## src/rtl/pipeline_pkg.sv

```systemverilog
// Shared definitions for the 5-stage pipeline hazard/stall controller:
// FSM encoding, stage indices and default widths.
package pipeline_pkg;

    localparam int REG_W_DEF = 5;

    typedef enum logic [1:0] {
        RUN    = 2'd0,
        DMISS  = 2'd1,
        SQUASH = 2'd2
    } state_t;

    // Bit positions in the packed we/flush control vectors
    localparam int STG_PC     = 0;
    localparam int STG_IF_ID  = 1;
    localparam int STG_ID_EX  = 2;
    localparam int STG_EX_MEM = 3;
    localparam int STG_MEM_WB = 4;
    localparam int NUM_STG    = 5;

endpackage

```

## src/rtl/pipeline_ctrl_mdu_busy_counter.sv

```systemverilog
// MDU occupancy counter: loads MDU_LAT on start, counts down to zero,
// busy while nonzero.
module mdu_busy_counter #(
    parameter int MDU_LAT = 4
) (
    input  logic clk,
    input  logic reset,
    input  logic load,
    output logic busy
);

    localparam int CW = $clog2(MDU_LAT + 1);

    logic [CW-1:0] mdu_cnt;

    // NOTE: sequential state uses non-blocking assignments so every flop samples pre-edge values.
    always_ff @(posedge clk) begin
        if (reset) begin
            mdu_cnt <= '0;
        end else if (load) begin
            mdu_cnt <= CW'(MDU_LAT);
        end else if (mdu_cnt != '0) begin
            mdu_cnt <= mdu_cnt - CW'(1);
        end
    end

    assign busy = (mdu_cnt != '0);

endmodule

```

## src/rtl/pipeline_ctrl.sv

```systemverilog
// Hazard and stall controller for a 5-stage MIPS pipeline.
// Optional stall statistics counters enabled with PIPELINE_CTRL_STATS_EN.
module pipeline_ctrl
    import pipeline_pkg::*;
#(
    parameter int REG_W   = REG_W_DEF,
    parameter int MDU_LAT = 4
`ifdef PIPELINE_CTRL_STATS_EN
   ,parameter int CNT_W   = 32
`endif
) (
    input  logic             clk,
    input  logic             reset,
    input  logic [REG_W-1:0] id_rs,
    input  logic [REG_W-1:0] id_rt,
    input  logic             id_mdu_use,
    input  logic             ex_memread,
    input  logic [REG_W-1:0] ex_rd,
    input  logic             ex_branch_taken,
    input  logic             mdu_start,
    input  logic             mem_access,
    input  logic             dcache_ready,
    input  logic             icache_ready,
    output logic             pc_we,
    output logic             if_id_we,
    output logic             id_ex_we,
    output logic             ex_mem_we,
    output logic             mem_wb_we,
    output logic             if_id_flush,
    output logic             id_ex_flush,
    output logic             ex_mem_flush,
    output logic             mem_wb_flush,
    output logic             mdu_busy
`ifdef PIPELINE_CTRL_STATS_EN
   ,output logic [CNT_W-1:0] stall_dmiss_cnt,
    output logic [CNT_W-1:0] stall_hazard_cnt,
    output logic [CNT_W-1:0] flush_branch_cnt
`endif
);

    state_t             state, state_nxt;
    logic               busy;
    logic               load_use, mdu_stall, imiss, dmiss;
    logic [NUM_STG-1:0] we, flush;

    assign load_use  = ex_memread && (ex_rd != '0) && ((ex_rd == id_rs) || (ex_rd == id_rt));
    assign mdu_stall = id_mdu_use && busy;
    assign imiss     = !icache_ready;
    assign dmiss     = mem_access && !dcache_ready;

    // A frozen EX re-presents mdu_start, so it only counts once the miss clears
    mdu_busy_counter #(.MDU_LAT(MDU_LAT)) u_mdu (
        .clk   (clk),
        .reset (reset),
        .load  (mdu_start && !dmiss),
        .busy  (busy)
    );

    always_ff @(posedge clk) begin
        if (reset) state <= RUN;
        else       state <= state_nxt;
    end

    always_comb begin
        state_nxt = state;
        case (state)
            RUN: begin
                if (dmiss)                        state_nxt = DMISS;
                else if (ex_branch_taken && imiss) state_nxt = SQUASH;
            end
            DMISS:   if (dcache_ready) state_nxt = RUN;
            SQUASH:  if (icache_ready) state_nxt = RUN;
            default: state_nxt = RUN;
        endcase
    end

    // NOTE: every output gets a default first, so no path through the block can infer a latch.
    always_comb begin
        we    = '1;
        flush = '0;
        if (reset) begin
            we    = '0;
            flush = '1;
            flush[STG_PC] = 1'b0;
        end else if (dmiss) begin
            we                = '0;
            we[STG_MEM_WB]    = 1'b1;
            flush[STG_MEM_WB] = 1'b1;
        end else if (ex_branch_taken) begin
            flush[STG_IF_ID] = 1'b1;
            flush[STG_ID_EX] = 1'b1;
        end else if (load_use || mdu_stall) begin
            we[STG_PC]       = 1'b0;
            we[STG_IF_ID]    = 1'b0;
            flush[STG_ID_EX] = 1'b1;
        end else if (state == SQUASH) begin
            // Wrong-path fetch is dropped even on the cycle it returns
            we[STG_PC]       = icache_ready;
            flush[STG_IF_ID] = 1'b1;
        end else if (imiss) begin
            we[STG_PC]       = 1'b0;
            flush[STG_IF_ID] = 1'b1;
        end
    end

    assign pc_we        = we[STG_PC];
    assign if_id_we     = we[STG_IF_ID];
    assign id_ex_we     = we[STG_ID_EX];
    assign ex_mem_we    = we[STG_EX_MEM];
    assign mem_wb_we    = we[STG_MEM_WB];
    assign if_id_flush  = flush[STG_IF_ID];
    assign id_ex_flush  = flush[STG_ID_EX];
    assign ex_mem_flush = flush[STG_EX_MEM];
    assign mem_wb_flush = flush[STG_MEM_WB];
    assign mdu_busy     = busy && !reset;

`ifdef PIPELINE_CTRL_STATS_EN
    logic win_dmiss, win_branch, win_hazard;

    assign win_dmiss  = dmiss;
    assign win_branch = !dmiss && ex_branch_taken;
    assign win_hazard = !dmiss && !ex_branch_taken && (load_use || mdu_stall);

    always_ff @(posedge clk) begin
        if (reset) begin
            stall_dmiss_cnt  <= '0;
            stall_hazard_cnt <= '0;
            flush_branch_cnt <= '0;
        end else begin
            if (win_dmiss)  stall_dmiss_cnt  <= stall_dmiss_cnt  + CNT_W'(1);
            if (win_hazard) stall_hazard_cnt <= stall_hazard_cnt + CNT_W'(1);
            if (win_branch) flush_branch_cnt <= flush_branch_cnt + CNT_W'(1);
        end
    end
`endif

endmodule

```

## config.mk

```make
export PLATFORM = sky130hd
export DESIGN_NAME = pipeline_ctrl
export DESIGN_NICKNAME = d
export VERILOG_FILES = /design/src/rtl/pipeline_pkg.sv /design/src/rtl/pipeline_ctrl_mdu_busy_counter.sv /design/src/rtl/pipeline_ctrl.sv
export SDC_FILE = /design/constraint.sdc
export NUM_CORES = 1
export LEC_CHECK = 0
export ABC_AREA = 1
export CAP_MARGIN = 20
export CORE_UTILIZATION = 33
export DETAILED_ROUTE_END_ITERATION = 6
export PLACE_DENSITY = 0.73
export SYNTH_ARGS = -nofsm -noshare
export SYNTH_HDL_FRONTEND = slang
export SYNTH_SLANG_ARGS = --single-unit
```

## constraint.sdc

```tcl
create_clock -name clk -period 1.4 [get_ports clk]
set_input_delay 0.28 -clock clk [delete_from_list [all_inputs] [get_ports clk]]
set_output_delay 0.28 -clock clk [all_outputs]
set_load 0.1 [all_outputs]
```

== Yosys cells after proc, flatten, opt, wreduce, memory -nomap -nowiden ==
Index checks and enable logic that the tools add are counted.

* Word-level logic and storage cells: 55
* Register bits after elaboration: 5

* Add/subtract/negate cells: 1
* Reductions and logical operators: 19
* Mux-type cells: 25
* Eq/ne operators: 7

{| class="wikitable"
|+ Operator list
! cell !! number
|-
| $mux 2 || 10
|-
| $mux 1 || 11
|-
| $eq 5x5->1 || 2
|-
| $logic_and 1x1->1 || 7
|-
| $mux 3 || 2
|-
| $pmux 2 s3 || 1
|-
| $mux 5 || 1
|-
| $reduce_bool 5->1 || 1
|-
| $logic_not 1->1 || 4
|-
| $ne 2x2->1 const B || 2
|-
| $ne 3x3->1 const B || 1
|-
| $reduce_and 3->1 || 1
|-
| $reduce_bool 3->1 || 1
|-
| $sub 3x1->3 const B || 1
|-
| $eq 2x1->1 const B || 1
|-
| $eq 2x2->1 const B || 1
|-
| $logic_not 2->1 || 1
|-
| $logic_or 1x1->1 || 2
|-
| $reduce_bool 2->1 || 1
|-
| $reduce_or 2->1 || 1
|}

== Depth between registers and ports, before layout ==
* Word-level depth: 8
* Depth in mapped cells: 11
* Gate-level depth less buffers: 11

== By module ==
A second synthesis with hierarchy kept.

* Cell total of the unflattened synthesis: 114
* Area total of the unflattened synthesis: 591.8 sq um

{| class="wikitable"
|+ Modules (own cells, without submodules)
! module !! times used !! sequential area each (sq um) !! area each (sq um) !! cells each
|-
| pipeline_ctrl || 1 || 40.0 || 416.6 || 88
|-
| mdu_busy_counter || 1 || 60.1 || 175.2 || 26
|}

== Worst setup path after synthesis ==
OpenSTA, ideal clock, no wires.

* Path kind: input-to-output
* Start: in dcache_ready
* End: out pc_we
* Path slack: -1.199 ns
* Stages on the path: 6
* Required time: 1.120 ns
* Arrival time: 2.319 ns
* Cells stage by stage: inv_1 nand2_1 inv_1 nor2_2 nand2_2 nor2_2

* Cells in the longest elaborated chain, start to end: 4

{| class="wikitable"
|+ RTL lines
! what !! RTL line !! RTL
|-
| from (decl) || pipeline_ctrl.sv:22 || <nowiki>input logic dcache_ready,</nowiki>
|-
| $logic_not 1->1 || pipeline_ctrl.sv:49 || <nowiki>assign dmiss = mem_access && !dcache_ready;</nowiki>
|-
| $logic_and 1x1->1 || pipeline_ctrl.sv:49 ||
|-
| $mux 2 || pipeline_ctrl.sv:85 || <nowiki>end else if (dmiss) begin</nowiki>
|-
| $mux 5 || pipeline_ctrl.sv:81 || <nowiki>if (reset) begin</nowiki>
|-
| to (decl) || pipeline_ctrl.sv:24 || <nowiki>output logic pc_we,</nowiki>
|}

Every way passes these cells.

== Worst setup path in the final report ==
* Start: reg u_mdu.mdu_cnt[1]
* End: out pc_we

* Cells in the longest elaborated chain, start to end: 7

{| class="wikitable"
|+ RTL lines
! what !! RTL line !! RTL
|-
| from (decl) || pipeline_ctrl_mdu_busy_counter.sv:14 || <nowiki>logic [CW-1:0] mdu_cnt;</nowiki>
|-
| from (signal assigned) || pipeline_ctrl_mdu_busy_counter.sv:21 || <nowiki>mdu_cnt <= CW'(MDU_LAT);</nowiki>
|-
| from (signal assigned) || pipeline_ctrl_mdu_busy_counter.sv:23 || <nowiki>mdu_cnt <= mdu_cnt - CW'(1);</nowiki>
|-
| $reduce_bool 3->1 || pipeline_ctrl_mdu_busy_counter.sv:27 || <nowiki>assign busy = (mdu_cnt != '0);</nowiki>
|-
| $logic_and 1x1->1 || pipeline_ctrl.sv:47 || <nowiki>assign mdu_stall = id_mdu_use && busy;</nowiki>
|-
| $logic_or 1x1->1 || pipeline_ctrl.sv:92 || <nowiki>end else if (load_use || mdu_stall) begin</nowiki>
|-
| $mux 1 || pipeline_ctrl.sv:92 ||
|-
| $mux 2 || pipeline_ctrl.sv:89 || <nowiki>end else if (ex_branch_taken) begin</nowiki>
|-
| $mux 2 || pipeline_ctrl.sv:85 ||
|-
| $mux 5 || pipeline_ctrl.sv:81 ||
|}

Every way passes these cells.

==> results.tsv <==
stage	metric	value	unit
sta	setup_viol	8	
finish	drive_above_1_share	0.444	
route	vias_per_cell	4.48	
sta	finalHoldViolCount	0	
global_routing	grt_use_total	0.209	
global_routing	grt_antenna_before_repair	0	
clocking	cts_root_buf	clkbuf_4	
route	drt_iter0_markers	14	
finish	final_common_cell	nand2_1	
clocking	ctsHoldBuffers	0	
placed_design	dpl.hpwl	1430	µm
clocking	tritoncts	yes	
setup_path	r2r_slack	0.10	ns
floorplan	ios	34	
yosys	yosys_warnings	0	
route	routed-via-count	757	
finish	fin_cells	169	
finish	fillers	121	
clocking	clock_path_buffers	2	
finish	mostFrequentLayoutCells	nand2_1 (29), inv_1 (12), buf_4 (12)	
setup_path	cp.arrival	1.50	ns
setup_path	end_kind	output pin	
floorplan	coreArea	1560	µm²
global_routing	gr-usage-met2	0.403	
global_routing	grt.met3_usage	0.0375	
power_and_ir_drop	power_leakage	0.626	nW
setup_path	reg2reg_depth	7	
yosys	yosysTopAreaCell	nand2_1	
yosys	synth_area_per_cell	5.32	µm²
global_routing	grt_pass1_vias	748	
placed_design	io_buffer_count	33	
global_routing	grt-busiest-layer	met2	
sta	tightest_slew	0.181	ns
job	drv_cap	0	
power_and_ir_drop	cellPowerDensity	909	nW/µm²
yosys	syn_area	564	µm²
finish	area_growth	109	%
sta	skew	0.00128	ns
clocking	cts_max_level	1	
setup_path	r2r-end	u_mdu.mdu_cnt[2]	
setup_path	startpoint_type	flip-flop	
setup_path	required	1.12	ns
sta	finalCritPeriodShare	1.27	
sta	clock.fmax	0.562	GHz
yosys	synth-seq-cells	5	
clocking	cts_sinks	5	
floorplan	die_y	43.4	µm
worst_hold_path	hold_depth	2	
clocking	clk_pin_slew	0.05	ns
global_routing	grt_max_degree	6	
route	post_drt_wl_per_cell	9.99	µm
worst_hold_path	hold_path.class	in2reg	
worst_hold_path	min-delay-start	reset	
yosys	synthCells	106	
placed_design	place_inst	163	
route	remaining_drc_errors	5	
sta	finalWorstSetupSlack	-0.378	ns
sta	drv_slew	0	
setup_path	crit_fanout	2	
yosys	synthTopCellsByArea	nand2_1 (23%), dfxtp_1 (18%), inv_1 (13%)	
global_routing	overflow	0	
sta	slew-limit-headroom	0.878	
yosys	syn_nets	132	
sta	fin_tns_setup	-1.67	ns
finish	fin_nets	180	
outcome	outcome	finished with violations	
floorplan	start_util	0.362	
yosys	synth-seq-area-share	0.177	
global_routing	met1_usage	0.225	
route	wl	1690	µm
global_routing	grt_pass1_wl	2950	µm
yosys	yosysUniqueCellTypes	18	
route	dr.pass1.iters	6	
floorplan	die_area	1880	µm²
clocking	cts_buffers	3	
finish	diodes	0	
sta	hold_ws	0.408	ns
setup_path	critPathLaunch	u_mdu.mdu_cnt[1]	
power_and_ir_drop	peakVddDrop	0.000704	V
clocking	clk_latency	0.25	ns
setup_path	reg2reg_from	u_mdu.mdu_cnt[1]	
yosys	synth.top_cell.area_share	0.226	
floorplan	die_width	43.4	µm
sta	rsz0062_at_grt	yes	
floorplan	rows	14	
route	detail-route-antenna-nets	0	
placed_design	gp_congestion	0.805	
sta	post-route-min-period	1.78	ns
outcome	violations	DRC, setup timing	
worst_hold_path	min_to	state[0]	
setup_path	crit_type	reg2out	
==> report_power, final <==
group          switching [mW]  total, mW  leakage [nW]  internal [mW]
Combinational           0.413      0.716         0.569          0.302
Sequential             0.0157      0.178        0.0420          0.163
Clock                  0.0712      0.180        0.0150          0.109
Total                   0.500       1.07         0.626          0.574
==> cells by family after synthesis <==
kind of cell    Yosys count  synth area share
flops                     5             0.177
compound gates           10            0.0998
xor+xnor                  2            0.0310
fa+ha+maj                 2            0.0443
simple gates             60             0.455
buf+inv                  27             0.193
==> flip-flops by register name (all words and copies together), names as in the netlist <==
signal         flops
u_mdu.mdu_cnt      3
state              2
==> worst max path at each step <==
stage / to / cells past startpoint
CTS: pc_we / 11
floorplan: pc_we / 6
global placement: pc_we / 12
finish: pc_we / 11
detailed placement: pc_we / 12
global route: pc_we / 11
==> cells in the mapped netlist (all sizes together) <==
cell type	instances
inv	25
or2	1
nand4	1
ha	2
nor2	14
xnor2	2
dfxtp	5
a21oi	5
o21a	1
nand3	4
o21ai	3
nand2	39
nor3	1
a41oi	1
buf	2
==> metrics by stage <==
step	cell area, µm²	util	setup WS (ns)	total power [mW]
after floorplan	667	-	-0.496	0.592
after global placement	1180	0.755	-0.634	0.861
after detailed placement	1180	0.755	-0.680	0.883
after CTS	1200	0.772	-0.391	1.08
after global routing	1180	0.758	-0.455	1.14
final	1180	0.758	-0.378	1.07
==> per-layer routing <==
layer / share of wire / routed length (µm)
met1: 0.41 / 691
met3: 0.025 / 43
met4: 0 / 0
met5: 0 / 0
met2: 0.56 / 953
==> critical path: stages (launching register included) <==
cell and delay, ns:
dfxtp_2 0.32, inv_2 0.07, ha_4 0.13, inv_2 0.04, nor2_4 0.08, inv_2 0.04
nand2_2 0.06, nand2_2 0.06, nand2_4 0.08, nand2_4 0.06, nor2_4 0.12, buf_12 0.18
==> layout make-up <==
| type | instances | area, µm² | area share |
|---|---|---|---|
| timing repair buffer | 45 | 467 | 0.395 |
| multi-input combinational | 74 | 453 | 0.383 |
| inverter | 25 | 113 | 0.0953 |
| sequential | 5 | 103 | 0.0869 |
| clock buffer | 4 | 26.3 | 0.0222 |
| tap | 16 | 20.0 | 0.0169 |
==> what timing repair did <==
item                                    in CTS  in global routing
endpoints found under the hold margin        0                  0
setup buffers                                2                  2
cloned                                       0                  0
pin swaps                                   15                 19
gates resized for setup                     30                 20
endpoints found under the setup margin      10                  8
Note: power is estimated with default switching activity, not from simulation.
